[config.mk]
export PLATFORM = sky130hd
export DESIGN_NAME = wide_add_sequencer
export DESIGN_NICKNAME = d
export VERILOG_FILES = /design/src/rtl/wide_add_sequencer.sv
export SDC_FILE = /design/constraint.sdc
export NUM_CORES = 1
export LEC_CHECK = 0
export CAP_MARGIN = 10
export CORE_MARGIN = 5
export CORE_UTILIZATION = 39
export DETAILED_ROUTE_END_ITERATION = 7
export HOLD_SLACK_MARGIN = 0.02
export SETUP_SLACK_MARGIN = 0.5
export SYNTH_ARGS = -nofsm -noshare
export SYNTH_HDL_FRONTEND = slang
export SYNTH_SLANG_ARGS = --single-unit
[constraint.sdc]
create_clock -name clk -period 7.7 [get_ports clk]
set_input_delay 1.155 -clock clk [delete_from_list [all_inputs] [get_ports clk]]
set_output_delay 1.155 -clock clk [all_outputs]
set_load 0.02 [all_outputs]
[src/rtl/wide_add_sequencer.sv]
// wide_add_sequencer
//   Multi-cycle wide add/subtract controller. A NUM_WORDS*16-bit operation
//   is performed one 16-bit word per clock through a single 16-bit adder.
//   The work starts with the least-significant word. The carry between words
//   is held in a register.
//
// Ports
//   clk        rising-edge clock for all state
//   rst        synchronous, active-high reset
//   in_valid   request carries valid operands
//   in_ready   block can accept a request (IDLE only)
//   op_sub     1: a - b, 0: a + b + cin
//   cin        carry-in for add; ignored for sub
//   a, b       W-bit operands, W = 16*NUM_WORDS
//   out_valid  result valid (DONE)
//   out_ready  consumer accepts result
//   sum        W-bit result
//   cout       final carry; for sub, 1 = no borrow
//   ovf        two's-complement signed overflow
//   zero       sum == 0

// 16-bit adder slice shared by every word of the wide operation.
module SixteenBitAdder (
  input  logic [15:0] a,
  input  logic [15:0] b,
  input  logic        ci,
  output logic [15:0] s,
  output logic        co
);
  assign {co, s} = {1'b0, a} + {1'b0, b} + {16'd0, ci};
endmodule

module wide_add_sequencer #(
  parameter int NUM_WORDS = 4
) (
  input  logic                      clk,
  input  logic                      rst,
  input  logic                      in_valid,
  output logic                      in_ready,
  input  logic                      op_sub,
  input  logic                      cin,
  input  logic [16*NUM_WORDS-1:0]   a,
  input  logic [16*NUM_WORDS-1:0]   b,
  output logic                      out_valid,
  input  logic                      out_ready,
  output logic [16*NUM_WORDS-1:0]   sum,
  output logic                      cout,
  output logic                      ovf,
  output logic                      zero
);
  localparam int W    = 16 * NUM_WORDS;
  localparam int IDXW = $clog2(NUM_WORDS);

  typedef enum logic [1:0] {
    IDLE = 2'd0,
    RUN  = 2'd1,
    DONE = 2'd2
  } state_t;

  state_t state_reg, state_next;

  // Operands shift right by one word per RUN cycle.
  // Word [15:0] is therefore always the word currently being added.
  // On the last cycle, bit 15 is the operand sign bit.
  logic [W-1:0]    a_reg, b_reg;
  // Partial result. Each new word is shifted in at the top, so after
  // NUM_WORDS cycles the words sit at their proper positions.
  logic [W-1:0]    res_reg;
  logic [W-1:0]    res_next;
  logic            carry_reg;
  logic [IDXW-1:0] idx_reg;
  logic            last_word;

  logic [W-1:0]    sum_reg;
  logic            cout_reg, ovf_reg, zero_reg;

  logic [15:0]     add_s;
  logic            add_co;

  SixteenBitAdder u_adder (
    .a  (a_reg[15:0]),
    .b  (b_reg[15:0]),
    .ci (carry_reg),
    .s  (add_s),
    .co (add_co)
  );

  assign last_word = (idx_reg == IDXW'(NUM_WORDS - 1));
  assign res_next  = {add_s, res_reg[W-1:16]};

  // State register
  always_ff @(posedge clk) begin
    if (rst) state_reg <= IDLE;
    else     state_reg <= state_next;
  end

  // Next-state and handshake outputs
  always_comb begin
    state_next = state_reg;
    in_ready   = 1'b0;
    out_valid  = 1'b0;
    case (state_reg)
      IDLE: begin
        in_ready = 1'b1;
        if (in_valid) state_next = RUN;
      end
      RUN: begin
        if (last_word) state_next = DONE;
      end
      DONE: begin
        out_valid = 1'b1;
        if (out_ready) state_next = IDLE;
      end
      default: state_next = IDLE;
    endcase
  end

  // Datapath
  always_ff @(posedge clk) begin
    if (rst) begin
      a_reg     <= '0;
      b_reg     <= '0;
      res_reg   <= '0;
      carry_reg <= 1'b0;
      idx_reg   <= '0;
      sum_reg   <= '0;
      cout_reg  <= 1'b0;
      ovf_reg   <= 1'b0;
      zero_reg  <= 1'b0;
    end else begin
      case (state_reg)
        IDLE: begin
          if (in_valid) begin
            a_reg     <= a;
            // Subtraction is a + ~b + 1. The +1 enters as the initial carry.
            b_reg     <= op_sub ? ~b : b;
            carry_reg <= op_sub ? 1'b1 : cin;
            idx_reg   <= '0;
          end
        end
        RUN: begin
          a_reg     <= a_reg >> 16;
          b_reg     <= b_reg >> 16;
          res_reg   <= res_next;
          carry_reg <= add_co;
          idx_reg   <= idx_reg + 1'b1;
          if (last_word) begin
            // The visible result updates only here, on entry to DONE.
            sum_reg  <= res_next;
            cout_reg <= add_co;
            ovf_reg  <= (a_reg[15] == b_reg[15]) && (add_s[15] != a_reg[15]);
            zero_reg <= (res_next == '0);
          end
        end
        default: ;
      endcase
    end
  end

  assign sum  = sum_reg;
  assign cout = cout_reg;
  assign ovf  = ovf_reg;
  assign zero = zero_reg;

endmodule

**Word-level counts from Yosys, hierarchy flattened**

Index checks and enable logic that the tools add are counted.

- Word-level logic and storage cells: 45
- Output and inout port bits: 69
- Flip-flop bits (word level): 264
- Input bits: 134

- Bitwise logic cells: 1
- Multiplexer cells: 16
- $add $sub $neg: 3
- Reduce and logical (&&, ||, !) cells: 7
- Equality and inequality tests: 8

Operators by type and width:

| operator | count |
|---|---|
| $pmux W64 S2 | 2 |
| $mux W64 | 3 |
| $logic_not A64 Y1 | 1 |
| $not A64 Y64 | 1 |
| $add A16 B16 Y17 | 1 |
| $add A17 B1 Y17 | 1 |
| $mux W2 | 4 |
| $ne A2 B2 Y1 const B | 3 |
| $pmux W2 S3 | 1 |
| $eq A2 B2 Y1 const B | 2 |
| $mux W1 | 4 |
| $pmux W2 S2 | 1 |
| $reduce_and A2 Y1 | 2 |
| $reduce_and A3 Y1 | 1 |
| $add A2 B1 Y2 const B | 1 |
| $eq A2 B1 Y1 const B | 1 |
| $logic_not A2 Y1 | 1 |
| $pmux W1 S2 | 1 |
| $reduce_bool A2 Y1 | 1 |
| $eq A1 B1 Y1 | 1 |
| $logic_and A1 B1 Y1 | 1 |
| $ne A1 B1 Y1 | 1 |

**Logic depth before layout (Yosys ltp)**

Gate-level depths: netlist of run 1.

- Depth after elaboration: 4
- Mapped depth: 9
- Mapped depth without buffers: 9

**Modules after synthesis**

A second synthesis of run 1 with hierarchy kept.

- Cells, all modules: 1,354
- Area, all modules: 10,874.2 sq um

Modules (own cells, without submodules):

| module | cells an instance | area an instance (sq um) | instances | seq. area each (sq um) |
|---|---|---|---|---|
| wide_add_sequencer | 1,265 | 10,141.0 | 1 | 4,964.8 |
| SixteenBitAdder | 89 | 733.2 | 1 | 0.0 |

**Least setup slack after synthesis of run 1**

Ideal clock, no wire load.

- Kind: input -> register
- Start point: input port rst
- End point: register zero_reg, in the netlist zero
- Slack: 4.714 ns
- Stages on the path: 8
- Path buffers: 1
- Data required time: 7.631 ns
- Setup time: 0.069 ns
- Data arrival time: 2.917 ns
- Cells stage by stage: clkbuf_1 -> nor3_1 -> nand3_1 -> or4_1 -> or4b_1 -> and4bb_1 -> nand4b_1 -> o21ai_1

RTL lines:

| item | line | source |
|---|---|---|
| start, declared | 37 | `input logic rst,` |
| end signal, assigned | 152 | `zero_reg <= (res_next == '0);` |
| end, declared | 75 | `logic cout_reg, ovf_reg, zero_reg;` |

**Worst setup path after layout of run 1**

- Start point: register state_reg[0]
- End point: register zero_reg, in the netlist zero

- Longest elaborated chain between the ends: 2

RTL lines:

| item | line | source |
|---|---|---|
| start, declared | 60 | `state_t state_reg, state_next;` |
| start signal, assigned | 94 | `else state_reg <= state_next;` |
| $eq A2 B1 Y1 | 131 | `case (state_reg)` |
| $reduce_and A2 Y1 (no line) | -- |  |

No other way between the ends.
A chain may end at the register's enable or synchronous reset.

==> results.sh, run 1 <==
export IMPL_status="complete, no violations"
export IMPL_fin_crit_ns=3.52
export IMPL_rsz0062_at_grt="no"
export IMPL_diodes=0
export IMPL_syn_area_mm2=0.0110
export IMPL_syn_inst=1390
export IMPL_ys_seq_area_frac=0.452
export IMPL_path_class="reg -> reg"
export IMPL_slew_violations=0
export IMPL_via_per_inst=5.20
export IMPL_r2r_cells=9
export IMPL_multi_input_area_mm2=0.00557
export IMPL_cts_sinks=248
export IMPL_yosysUniqueCellTypes=53
export IMPL_grt_ovfl_total=0
export IMPL_finalInstanceArea_mm2=0.0141
export IMPL_ys_dominant_reg_cell="dfxtp_1"
export IMPL_insertion_delay_ns=0.54
export IMPL_cp_arrival_ns=3.99
export IMPL_setup_viol=0
export IMPL_synth_compound_area_frac=0.176
export IMPL_numCtsBuffers=27
export IMPL_clock_fmax_mhz=284
export IMPL_hold_path_class="reg -> reg"
export IMPL_drt_iter0_drc=967
export IMPL_yosys_top_cells_count="257 x nor2_1, 248 x dfxtp_1, 214 x nand2_1, 166 x a21oi_1, 103 x clkbuf_1"
export IMPL_grtUsageTotal=0.193
export IMPL_h_tree_depth=1
export IMPL_synth_seq_cells=248
export IMPL_final_fill_count=2752
export IMPL_synth_area_leaders="dfxtp_1 45%, nor2_1 8.8%, a21oi_1 7.6%"
export IMPL_yosysMostFrequentCell="nor2_1"
export IMPL_cts_resized=0
export IMPL_synth_xor_area_frac=0.0582
export IMPL_syn_area_per_cell_um2=7.90
export IMPL_synth_top_cell_by_area="dfxtp_1"
export IMPL_area_delta_synth_final_pct=28.0
export IMPL_grt_max_degree=136
export IMPL_ir_drop_uv=151
export IMPL_die_area_mm2=0.0316
export IMPL_whs_path_depth=2
export IMPL_fp_dieW_um=178
export IMPL_total_power_uw=3220
export IMPL_drive_gt1_frac=0.0412
export IMPL_netlist_area_leader_share=0.452
export IMPL_place_area_mm2=0.0131
export IMPL_cp_required_ns=8.17
export IMPL_clk_pin_slew_worst_paths_ns=0.06
export IMPL_regArea_mm2=0.00497
export IMPL_portBuffers=202
export IMPL_power_leakage_uw=0.00525
export IMPL_synth_fp_nets=1542
export IMPL_root_buffer="clkbuf_16"
export IMPL_wl_per_cell_um=16.6
export IMPL_cp_start_kind="flop"
export IMPL_routabilityCongestion=0.814
export IMPL_layout_nets=1667
export IMPL_drc=0
export IMPL_initial_core_util=0.395
export IMPL_power_density_mw_per_mm2=229
export IMPL_grt_pass1_vias=9243
export IMPL_vias=9916
export IMPL_clock_path_buffers=3
export IMPL_finalSetupTns_ns=0
export IMPL_finalCritPeriodShare=0.457
export IMPL_postRouteAntennaNets=0
export IMPL_maxCapViolCount=0
export IMPL_grt_pass1_wl_mm=50.2
export IMPL_hold_viol_final=0
export IMPL_fin_worst_skew_ns=0.00804
export IMPL_ios=203
export IMPL_synth_warnings=0
export IMPL_crit_path_max_fanout=102
export IMPL_dp_hpwl_mm=21.4
export IMPL_synth_edff_count=0
export IMPL_drt_total_wl_mm=31.7
export IMPL_core_area_mm2=0.0278
export IMPL_muxShareOfSynthArea=0.00194
export IMPL_rows=61
export IMPL_ff2ff_setup_slack_ns=4.18
export IMPL_die_y_um=178
export IMPL_holdBufCountCts=0
export IMPL_ys_async_sr_fraction=0
export IMPL_slew_headroom=0.212
export IMPL_antenna_found_initial=1
export IMPL_tightest_slew_ns=1.18
export IMPL_tritoncts="built"
export IMPL_synthAdderAreaFrac=0.0219
export IMPL_cp_end_kind="flop"
export IMPL_synthSimpleGateAreaFrac=0.248
export IMPL_synth_top_family_by_area="simple AND/OR/NAND/NOR gates"
export IMPL_cts_setup_buffers=0
export IMPL_firstDrtPassIters=8
placed cells by master, fill, tap and decap left out, types with 6 or more instances in the layout:
master | synthesis | routed
xor2_1 | 69 | 69
clkdlybuf4s50_1 | 0 | 200
dfxtp_1 | 248 | 246
nor4_1 | 12 | 12
nor2_1 | 257 | 256
ha_1 | 16 | 16
a211oi_1 | 10 | 10
a22oi_1 | 34 | 34
nor2b_1 | 56 | 55
nor3_1 | 50 | 50
o211ai_1 | 6 | 6
a222oi_1 | 48 | 48
clkbuf_16 | 0 | 27
nand3_1 | 11 | 11
clkbuf_8 | 0 | 6
a21oi_1 | 166 | 166
nand2_1 | 214 | 213
buf_4 | 0 | 11
per-stage QoR:
step / hold slack (ns) / util / worst slack, ns / instances
CTS: 0.455 / 0.506 / 4.13 / 1908
finish: 0.452 / 0.506 / 4.18 / 1908
detailed placement: 0.446 / 0.472 / 3.88 / 1864
global placement: 0.444 / 0.472 / 3.91 / 1864
global route: 0.470 / 0.506 / 3.89 / 1908
floorplan: 0.445 / - / 4.71 / 1390
where the power goes:
group / internal (µW) / total (µW) / switching (µW) / leakage [µW]
combinational: 205 / 468 / 263 / 0.00278
sequential: 1350 / 1400 / 51.9 / 0.00203
clock: 831 / 1350 / 520 / 0.000450
total: 2390 / 3220 / 835 / 0.00525
path summary, 6_finish.rpt:
check / from / to
setup reg to reg: state_reg[0]$_SDFFE_PP0P_ / zero$_SDFFE_PP0P_
hold / removal: sum[36]$_SDFFE_PP0P_ / sum[36]$_SDFFE_PP0P_
hold reg to reg: sum[36]$_SDFFE_PP0P_ / sum[36]$_SDFFE_PP0P_
setup / recovery: state_reg[0]$_SDFFE_PP0P_ / zero$_SDFFE_PP0P_
per-layer routing:
metal	vias up	routed length, µm	GRT usage
met5	-	7	0
li1	5013	-	-
met3	26	1830	0.0330
met4	2	295	0.0284
met2	251	14300	0.298
met1	4624	15300	0.289
critical path, stage by stage, from the launching register on:
cell and delay, ns:
dfxtp_2 0.31, buf_4 0.64, and3b_2 0.31, buf_4 0.54, nand4_1 0.14, or4_1 0.46
or4b_1 0.50, and4bb_1 0.26, nand4b_1 0.09, o21ai_1 0.14
layout make-up:
| cell class | count | area share |
|---|---|---|
| clock buffers | 36 | 0.0547 |
| clock inverters | 8 | 0.0114 |
| inverters | 5 | 0.00134 |
| multi-input cells | 1021 | 0.396 |
| flip-flops and latches | 248 | 0.353 |
| well taps | 378 | 0.0337 |
| repair buffers | 212 | 0.149 |
kinds of logic (layout without fill, tap and decap cells):
| group | after synthesis | in the layout |
|---|---|---|
| AO/OA/AOI/OAI | 297 | 297 |
| multiplexers | 2 | 2 |
| AND/OR/NAND/NOR | 631 | 631 |
| XOR/XNOR | 73 | 73 |
| adder cells (fa/ha/maj) | 18 | 18 |
| flip-flops | 248 | 248 |
| buffers and inverters | 121 | 261 |
No activity file was read; power rests on OpenSTA's default activity.
==> inputs of run 2 (changes only) <==
==> constraint.sdc (replaced) <==
create_clock -name clk -period 3.1 [get_ports clk]
set_input_delay 0.465 -clock clk [delete_from_list [all_inputs] [get_ports clk]]
set_output_delay 0.465 -clock clk [all_outputs]
set_load 0.02 [all_outputs]
==> run 2 against run 1 <==
  * Sequential share of layout area decreased by 0.64 points
  * Cell count increased by 1.1%
  * Highest routed layer unchanged
  * Combinational power increased to 2.6 times the previous value
  * Largest power group unchanged
==> results.sh, run 2 (same netlist as run 1, synthesis figures left out) <==
export IMPL_crit_top_cell="fa_2"
export IMPL_min_from="rst"
export IMPL_drt_iter0_drc=1039
export IMPL_status="complete, no violations"
export IMPL_ff2ff_setup_slack_ns=0.13
export IMPL_whs_path_depth=3
export IMPL_place_ws_ns=0.115
export IMPL_layout_nets=1680
export IMPL_die_area_mm2=0.0316
export IMPL_numCtsBuffers=27
export IMPL_dp_hpwl_mm=23.3
export IMPL_cts_sinks=248
export IMPL_grt_ovfl_total=0
export IMPL_multi_input_area_mm2=0.00566
export IMPL_grt_max_degree=157
export IMPL_tightest_slew_ns=0.982
export IMPL_root_buffer="clkbuf_16"
export IMPL_ios=203
export IMPL_slew_headroom=0.346
export IMPL_hold_path_class="in -> reg"
export IMPL_ir_drop_uv=409
export IMPL_worstPathCellList="fa_2 -> fa_2 -> xnor2_2 -> nand4_1 -> or4_1 -> or4b_1 -> and4bb_1 -> nand4b_1 -> o21ai_1"
export IMPL_drt_total_wl_mm=33.3
export IMPL_path_class="reg -> reg"
export IMPL_finalWorstSetupSlack_ns=0.133
export IMPL_grtUsageTotal=0.205
export IMPL_clock_fmax_mhz=337
export IMPL_rsz0062_at_grt="yes"
export IMPL_postRouteAntennaNets=0
export IMPL_holdBufCountCts=0
export IMPL_final_fill_count=2772
export IMPL_rr_endpoint="zero$_SDFFE_PP0P_"
export IMPL_insertion_delay_ns=0.54
export IMPL_finalCritPeriodShare=0.957
export IMPL_clk_pin_slew_worst_paths_ns=0.06
export IMPL_final_common_cell="nor2_1"
export IMPL_clock_path_buffers=3
export IMPL_r2r_cells=9
export IMPL_slowest_stage="or4_1"
export IMPL_core_area_mm2=0.0278
export IMPL_die_y_um=178
export IMPL_cp_end_kind="flop"
export IMPL_regArea_mm2=0.00497
export IMPL_maxCapViolCount=0
export IMPL_h_tree_depth=1
export IMPL_tritoncts="built"
export IMPL_crit_path_max_fanout=3
export IMPL_power_density_mw_per_mm2=562
export IMPL_drive_gt1_frac=0.0626
export IMPL_fin_worst_skew_ns=0.0125
export IMPL_routabilityCongestion=0.875
export IMPL_slew_violations=0
export IMPL_fin_crit_ns=2.97
export IMPL_final_cell_mix="256 x nor2_1, 245 x dfxtp_1, 213 x nand2_1"
export IMPL_cpPeakStageDelay_ns=0.51
export IMPL_cp_required_ns=3.58
export IMPL_cp_arrival_ns=3.44
export IMPL_setup_viol=0
export IMPL_wl_per_cell_um=17.3
export IMPL_vias=10084
export IMPL_power_leakage_uw=0.00540
export IMPL_rows=61
export IMPL_hold_viol_final=0
export IMPL_r2r_start="carry_reg$_SDFFE_PP0P_"
export IMPL_portBuffers=202
export IMPL_hold_path_end="res_reg[54]$_SDFFE_PP0P_"
export IMPL_fp_dieW_um=178
export IMPL_grt_pass1_wl_mm=52.7
export IMPL_antenna_found_initial=4
export IMPL_initial_core_util=0.395
export IMPL_grt_pass1_vias=9690
export IMPL_firstDrtPassIters=8
export IMPL_drc=0
export IMPL_area_delta_synth_final_pct=30.4
export IMPL_cp_start_kind="flop"
export IMPL_fin_util=0.515
export IMPL_via_per_inst=5.23
-- run 2: changes by cell type in the layout (fill, tap and decap cells not counted), sizes merged --
| cell | change |
|---|---|
| clkinv | +5 |
| clkinvlp | -1 |
| bufinv | -2 |
| clkbuf | +4 |
| diode | +2 |
| buf | +13 |
| dlymetal6s2s | +1 |
| clkdlybuf4s50 | -1 |
-- run 2: how the worst max path moves through the flow --
stage	cells after the start	slack (ns)	end	from
global placement	9	0.13	zero$_SDFFE_PP0P_	carry_reg$_SDFFE_PP0P_
finish	9	0.13	zero$_SDFFE_PP0P_	carry_reg$_SDFFE_PP0P_
global route	9	-0.008	zero$_SDFFE_PP0P_	carry_reg$_SDFFE_PP0P_
detailed placement	9	0.12	zero$_SDFFE_PP0P_	carry_reg$_SDFFE_PP0P_
CTS	9	0.1	zero$_SDFFE_PP0P_	carry_reg$_SDFFE_PP0P_
floorplan	9	0.27	zero$_SDFFE_PP0P_	carry_reg$_SDFFE_PP0P_
-- run 2: critical path: cells and delay by family (launching register included) --
| kind | cells | cell delay [ns] |
|---|---|---|
| compound gates | 1 | 0.14 |
| simple gates | 5 | 1.45 |
| fa+ha+maj | 2 | 0.83 |
| xor+xnor | 1 | 0.15 |
| flops | 1 | 0.33 |
-- run 2: final cells by class --
type,count,share of cell area
flip-flops and latches,248,0.347
well taps,378,0.0330
multi-input cells,1021,0.395
clock buffers,40,0.0576
diodes,2,0.000350
inverters,5,0.00131
clock inverters,10,0.00821
repair buffers,225,0.157
-- run 2: per-stage QoR --
stage	setup TNS (ns)	hold slack, ns	instances	power [µW]	instance area [µm²]
global placement	0	0.444	1873	4730	13300
global route	-0.00826	0.478	1928	8410	14300
CTS	0	0.456	1923	8100	14200
detailed placement	0	0.447	1873	4750	13300
finish	0	0.438	1929	8040	14300
floorplan	0	0.445	1390	4280	11000
-- run 2: timing repair --
item	CTS	global route
buffers inserted	0	4
cloned	0	0
endpoints found under the hold margin	0	0
pin swaps	0	7
gates resized for setup	3	14
endpoints found under the setup margin	4	13
-- run 2: power breakdown --
group / switching (µW) / total, µW / internal [µW]
sequential: 137 / 3490 / 3360
combinational: 672 / 1220 / 550
clock: 1320 / 3330 / 2010
-- run 2: metal layers --
layer  GRT usage  share of wire  routed length, µm
met3      0.0413          0.069               2310
met4      0.0361          0.013                426
met2       0.319           0.45              15000
met5           0         0.0011                 37
met1       0.299           0.46              15500
